[src/rtl/adder_pkg.sv]
// Shared definitions for the chunk-serial adder: FSM state encoding and
// helpers that size the slice counter from the operand geometry.
package adder_pkg;

    typedef enum logic [1:0] {
        IDLE = 2'd0,
        CALC = 2'd1,
        DONE = 2'd2
    } state_t;

    function automatic int calc_nchunk(input int width, input int chunk);
        return width / chunk;
    endfunction

    // A one-slice configuration still needs a one-bit index register.
    function automatic int calc_idx_width(input int nchunk);
        return (nchunk <= 1) ? 1 : $clog2(nchunk);
    endfunction

endpackage

[src/rtl/chunk_add.sv]
// Combinational CHUNK-bit adder with carry in/out; the top reuses one
// instance every cycle on whichever slice the index selects.
module chunk_add #(
    parameter int CHUNK = 4
) (
    input  logic [CHUNK-1:0] a,
    input  logic [CHUNK-1:0] b,
    input  logic             cin,
    output logic [CHUNK-1:0] s,
    output logic             cout
);

    assign {cout, s} = {1'b0, a} + {1'b0, b} + {{CHUNK{1'b0}}, cin};

endmodule

[src/rtl/multicycle_adder.sv]
// Chunk-serial add/subtract: operands are latched on acceptance and summed
// CHUNK bits per cycle, with the result held until the consumer takes it.
module multicycle_adder
    import adder_pkg::*;
#(
    parameter int WIDTH = 16,
    parameter int CHUNK = 4
) (
    input  logic             clk,
    input  logic             rst,
    input  logic             in_valid,
    output logic             in_ready,
    input  logic [WIDTH-1:0] a,
    input  logic [WIDTH-1:0] b,
    input  logic             sub,
    output logic             out_valid,
    input  logic             out_ready,
    output logic [WIDTH:0]   sum,
    output logic             busy
);

    localparam int NCHUNK = calc_nchunk(WIDTH, CHUNK);
    localparam int IDXW   = calc_idx_width(NCHUNK);

    state_t            state_reg, state_next;
    logic [WIDTH-1:0]  a_reg, b_reg;
    logic              sub_reg;
    logic              carry_reg;
    logic [IDXW-1:0]   idx_reg;
    logic [WIDTH:0]    sum_reg, sum_next;

    logic [CHUNK-1:0]  a_slice [NCHUNK];
    logic [CHUNK-1:0]  b_slice [NCHUNK];
    logic [CHUNK-1:0]  a_sel, b_sel, s_chunk;
    logic              c_chunk;
    logic              is_last;

    assign is_last = (idx_reg == IDXW'(NCHUNK - 1));

    for (genvar gi = 0; gi < NCHUNK; gi++) begin : g_slice
        assign a_slice[gi] = a_reg[gi*CHUNK +: CHUNK];
        assign b_slice[gi] = b_reg[gi*CHUNK +: CHUNK];
        assign sum_next[gi*CHUNK +: CHUNK] =
            (state_reg == CALC && idx_reg == IDXW'(gi)) ? s_chunk : sum_reg[gi*CHUNK +: CHUNK];
    end

    // Carry-out of the final slice becomes the top bit; for subtraction it
    // is inverted so the top bit reads as a borrow.
    assign sum_next[WIDTH] = (state_reg == CALC && is_last) ? (c_chunk ^ sub_reg) : sum_reg[WIDTH];

    always_comb begin
        a_sel = '0;
        b_sel = '0;
        for (int i = 0; i < NCHUNK; i++) begin
            if (idx_reg == IDXW'(i)) begin
                a_sel = a_slice[i];
                b_sel = b_slice[i];
            end
        end
    end

    chunk_add #(.CHUNK(CHUNK)) u_chunk_add (
        .a    (a_sel),
        .b    (b_sel),
        .cin  (carry_reg),
        .s    (s_chunk),
        .cout (c_chunk)
    );

    always_ff @(posedge clk or posedge rst) begin
        if (rst) begin
            state_reg <= IDLE;
        end else begin
            state_reg <= state_next;
        end
    end

    always_comb begin
        state_next = state_reg;
        unique case (state_reg)
            IDLE:    if (in_valid)  state_next = CALC;
            CALC:    if (is_last)   state_next = DONE;
            DONE:    if (out_ready) state_next = IDLE;
            default: state_next = IDLE;
        endcase
    end

    always_comb begin
        in_ready  = (state_reg == IDLE);
        out_valid = (state_reg == DONE);
        busy      = (state_reg != IDLE);
    end

    // Subtraction is done as A + ~B + 1, so the inverted operand and a
    // carry-in of one are captured at acceptance.
    always_ff @(posedge clk or posedge rst) begin
        if (rst) begin
            a_reg     <= '0;
            b_reg     <= '0;
            sub_reg   <= 1'b0;
            carry_reg <= 1'b0;
            idx_reg   <= '0;
            sum_reg   <= '0;
        end else begin
            unique case (state_reg)
                IDLE: begin
                    if (in_valid) begin
                        a_reg     <= a;
                        b_reg     <= sub ? ~b : b;
                        sub_reg   <= sub;
                        carry_reg <= sub;
                        idx_reg   <= '0;
                    end
                end
                CALC: begin
                    carry_reg <= c_chunk;
                    idx_reg   <= is_last ? '0 : idx_reg + 1'b1;
                    sum_reg   <= sum_next;
                end
                default: begin
                end
            endcase
        end
    end

    assign sum = sum_reg;

endmodule

[config.mk]
export PLATFORM = sky130hd
export DESIGN_NAME = multicycle_adder
export DESIGN_NICKNAME = d
export VERILOG_FILES = /design/src/rtl/adder_pkg.sv /design/src/rtl/chunk_add.sv /design/src/rtl/multicycle_adder.sv
export SDC_FILE = /design/constraint.sdc
export NUM_CORES = 1
export LEC_CHECK = 0
export ABC_AREA = 1
export CAP_MARGIN = 10
export CELL_PAD_IN_SITES_DETAIL_PLACEMENT = 1
export CELL_PAD_IN_SITES_GLOBAL_PLACEMENT = 1
export CORE_ASPECT_RATIO = 0.9
export CORE_UTILIZATION = 40
export DETAILED_ROUTE_END_ITERATION = 10
export PLACE_DENSITY_LB_ADDON = 0.1
export SYNTH_ARGS = -nofsm -noshare
export SYNTH_HDL_FRONTEND = slang
export SYNTH_HIERARCHICAL = 1
export SYNTH_SLANG_ARGS = --single-unit
[constraint.sdc]
create_clock -name clk -period 7.3 [get_ports clk]
set_clock_uncertainty 0.05 [all_clocks]
set_input_delay 1.46 -clock clk [delete_from_list [all_inputs] [get_ports clk]]
set_output_delay 1.46 -clock clk [all_outputs]
set_load 0.01 [all_outputs]
==> results.md <==
* Routability cong. at 0.735
* CP delay by family, top: adder cells
* CP max stage delay at 470 ps
* Initial antenna violation count at 0
* Die Width at 89.6 µm
* CTS sink count at 55
* Synth Area in Simple Gates at 25.5%
* Slew headroom at 38.9%
* Internal power at 851 µW
* Fin. Hold Viols at 0
* Fmax at 325 MHz
* Synth Area in XOR/XNOR at 5.71%
* Pwr Density at 460 nW/µm²
* Wire length per cell at 14.0 µm
* CTS tree: built
* Setup Crit Path Kind: flop to flop
* Drt total wl at 6.78 mm
* Worst path bufs/invs at 5
* First-pass iteration count of the detailed router at 4
* H-tree depth at 2
* DRC at 0
* Worst r2r path cells at 13
* Worst Setup End Kind: flop
* Total number of vias at 2,300
* Via density per instance at 4.75
* Sw Pwr at 735 µW
* Sequential group share of total power at 33.6%
* Die area at 7240 µm²
* Core ar. at 6620 µm²
* CTS Buf Count at 5
* Yosys warns at 6
* Post-synth cell types at 20
* Mapped Cells at 344
* Syn_nets at 390
* Area delta synth->final at 24.8%
* Post-CTS setup buffers at 0
* Worst-Margin Slew at 913 ps
* Utilization after layout at 52.1%
* Comb power frac at 55.8%
* Die Y-Extent at 80.8 µm
* Slowest-stage cell, CP: fa_1
* Register area share after synthesis at 49.8%
* Fin crit share at 42.1%
* Max Cap Viol at 0
* Crit. path cell count at 13
* Crit path launch type: flop
* Crit-path cells: inv_1 > ha_1 > inv_1 > nand3_1 > nand2_1 > nand2_1 > nand2_1 > fa_1 > inv_1 > fa_1 > inv_1 > inv_1 > o21ai_0
* Hold Buf Count CTS at 0
* Worst Hold Depth at 2
* Maximum vdd ir drop at 0.212 mV
* Mean Syn Cell Area at 8.03 µm²
* FF+latch count, synth at 55
* Clock Tree Root: clkbuf_8
* Max reg flops at 17
* Total Nets Final at 439
* Clk pwr share at 10.7%
* Total grt overflow at 0
* Critical path data arrival time at 3260 ps
* GRT Resource Usage Total at 20.9%
* I/O Pins at 57
* Fill count at 807
* Worst Hold Class: flop to flop
* Mapped cell area at 2760 µm²
* Initial Util at 41.7%
* Total Neg Setup Slack at 0 ps
* ANT nets after route at 0
* Setup violations, final at 0
* Layout cells sized above 1 at 4.82%
* Status: complete, no violations
* Clock transition at path regs at 100 ps
* CP Max Fanout at 10
* Post-layout minimum cycle time at 3080 ps
* # rows at 28
* Max Slew Vio Count at 0
* RSZ-0062 raised after global routing: no
* Diodes inserted at 0
* Vias in the first global route at 2,382
* Largest net degree at the start of global routing at 56
* Sw frac at 46.4%
* Mux contribution to synthesized area at 0%
* Initial DRC count at 97
* First-pass GRT wire length at 11.4 mm
* CTS max path bufs at 2
* PortBufs at 56
* Cts repair resizes at 0
* Largest family of logic cells by synthesized area: simple AND/OR/NAND/NOR gates
* Post-synthesis compound-gate area fraction at 7.70%
* Required time of the worst setup path at 7490 ps
* Top cell by count, worst path: inv_1
* Clock latency on the worst-skew pair at 310 ps
* P_leak at 0.00174 µW
* HPWL after DPL at 4.79 mm
* Adder-Cell Fraction of Synth Area at 4.62%
## kinds of logic after synthesis
group | count (synthesis)
simple gates | 177
fa+ha+maj | 9
flops | 55
xor+xnor | 18
compound gates | 42
buf+inv | 43
## per-layer routing
layer | vias to the layer above | part of all wire (%) | wire length [µm] | global-route usage, %
met3 | 8 | 3.6 | 244 | 4.88
met5 | - | 0 | 0 | 0
li1 | 1154 | - | - | -
met1 | 1104 | 46 | 3140 | 27.2
met4 | 0 | 0.96 | 65 | 4.29
met2 | 34 | 49 | 3320 | 35.5
## cell usage in the layout, fill, tap and decap left out, types with 2 or more instances in the layout
master and instances:
ha_1 7, clkbuf_8 5, a21oi_1 18, dfrtp_1 55
nor2_1 2, inv_2 4, fa_1 2, nand2_1 155
inv_1 24, nand2_2 5, nand3_1 13, clkdlybuf4s50_1 56
o21ai_1 15, xor2_1 17, o21ai_0 8
## path summary, 6_finish.rpt
| check | start | endpoint | slack (ps) |
|---|---|---|---|
| worst min-delay path | b_reg[14] | b_reg[14] | 440 |
| worst max register to register | idx_reg[1] | sum[5] | 4220 |
| worst max-delay path | idx_reg[1] | sum[5] | 4220 |
| worst min register to register | b_reg[14] | b_reg[14] | 440 |
| max in group asynchronous | rst | b_reg[9] | 5130 |
| min in group asynchronous | rst | state_reg[1] | 1610 |
## per-stage QoR
step           power [µW]  cell area (µm²)  worst slack, ps  cells  hold slack [ps]
2_1_floorplan        1120             2760             4450    344              399
3_3_place_gp         1390             3360             3970    476              413
3_5_place_dp         1430             3360             3900    476              415
4_1_cts              1610             3450             4200    484              442
5_1_grt              1760             3450             3990    484              467
6_report             1590             3450             4220    484              441
## power by group through the flow
stage / Combinational, µW / Clock, µW / Sequential [µW]
after floorplan: 580 / 0 / 536
after global placement: 862 / 0 / 532
after detailed placement: 892 / 0 / 538
after CTS: 901 / 173 / 533
after global routing: 1020 / 188 / 550
final: 885 / 169 / 532
## worst reg2reg max path: stages (launching register included)
cell	delay [ps]
dfrtp_1	440
inv_1	100
ha_1	450
inv_1	300
nand3_1	140
nand2_1	60
nand2_1	60
nand2_1	90
fa_1	470
inv_1	90
fa_1	410
inv_1	70
inv_1	90
o21ai_0	170
## Yosys cell counts
cell      instances  share of area, %
inv_1            25               3.4
buf_2             7               1.3
o21ai_0           8               1.4
fa_1              2               1.4
buf_4             4               1.1
nor2_1            2              0.27
ha_1              7               3.2
nor2_2            1              0.23
xnor2_1           1              0.32
o21ai_1          15               2.7
dfrtp_1          55                50
nor2_4            1              0.41
clkbuf_1          4              0.54
inv_2             3              0.41
xor2_1           17               5.4
a21oi_1          18               3.3
o31ai_1           1              0.27
nand3_1          13               2.4
nand2_2           5               1.1
nand2_1         155                21
## layout make-up
type,instances,area [µm²],share of cell area [%]
clock buffers,6,72.6,2.10
clock inverters,2,12.5,0.363
inverters,28,105,3.05
multi-input cells,246,1200,34.8
flip-flops and latches,55,1380,39.9
well taps,90,113,3.27
repair buffers,57,568,16.5
Power figures use the tool's default switching activity.
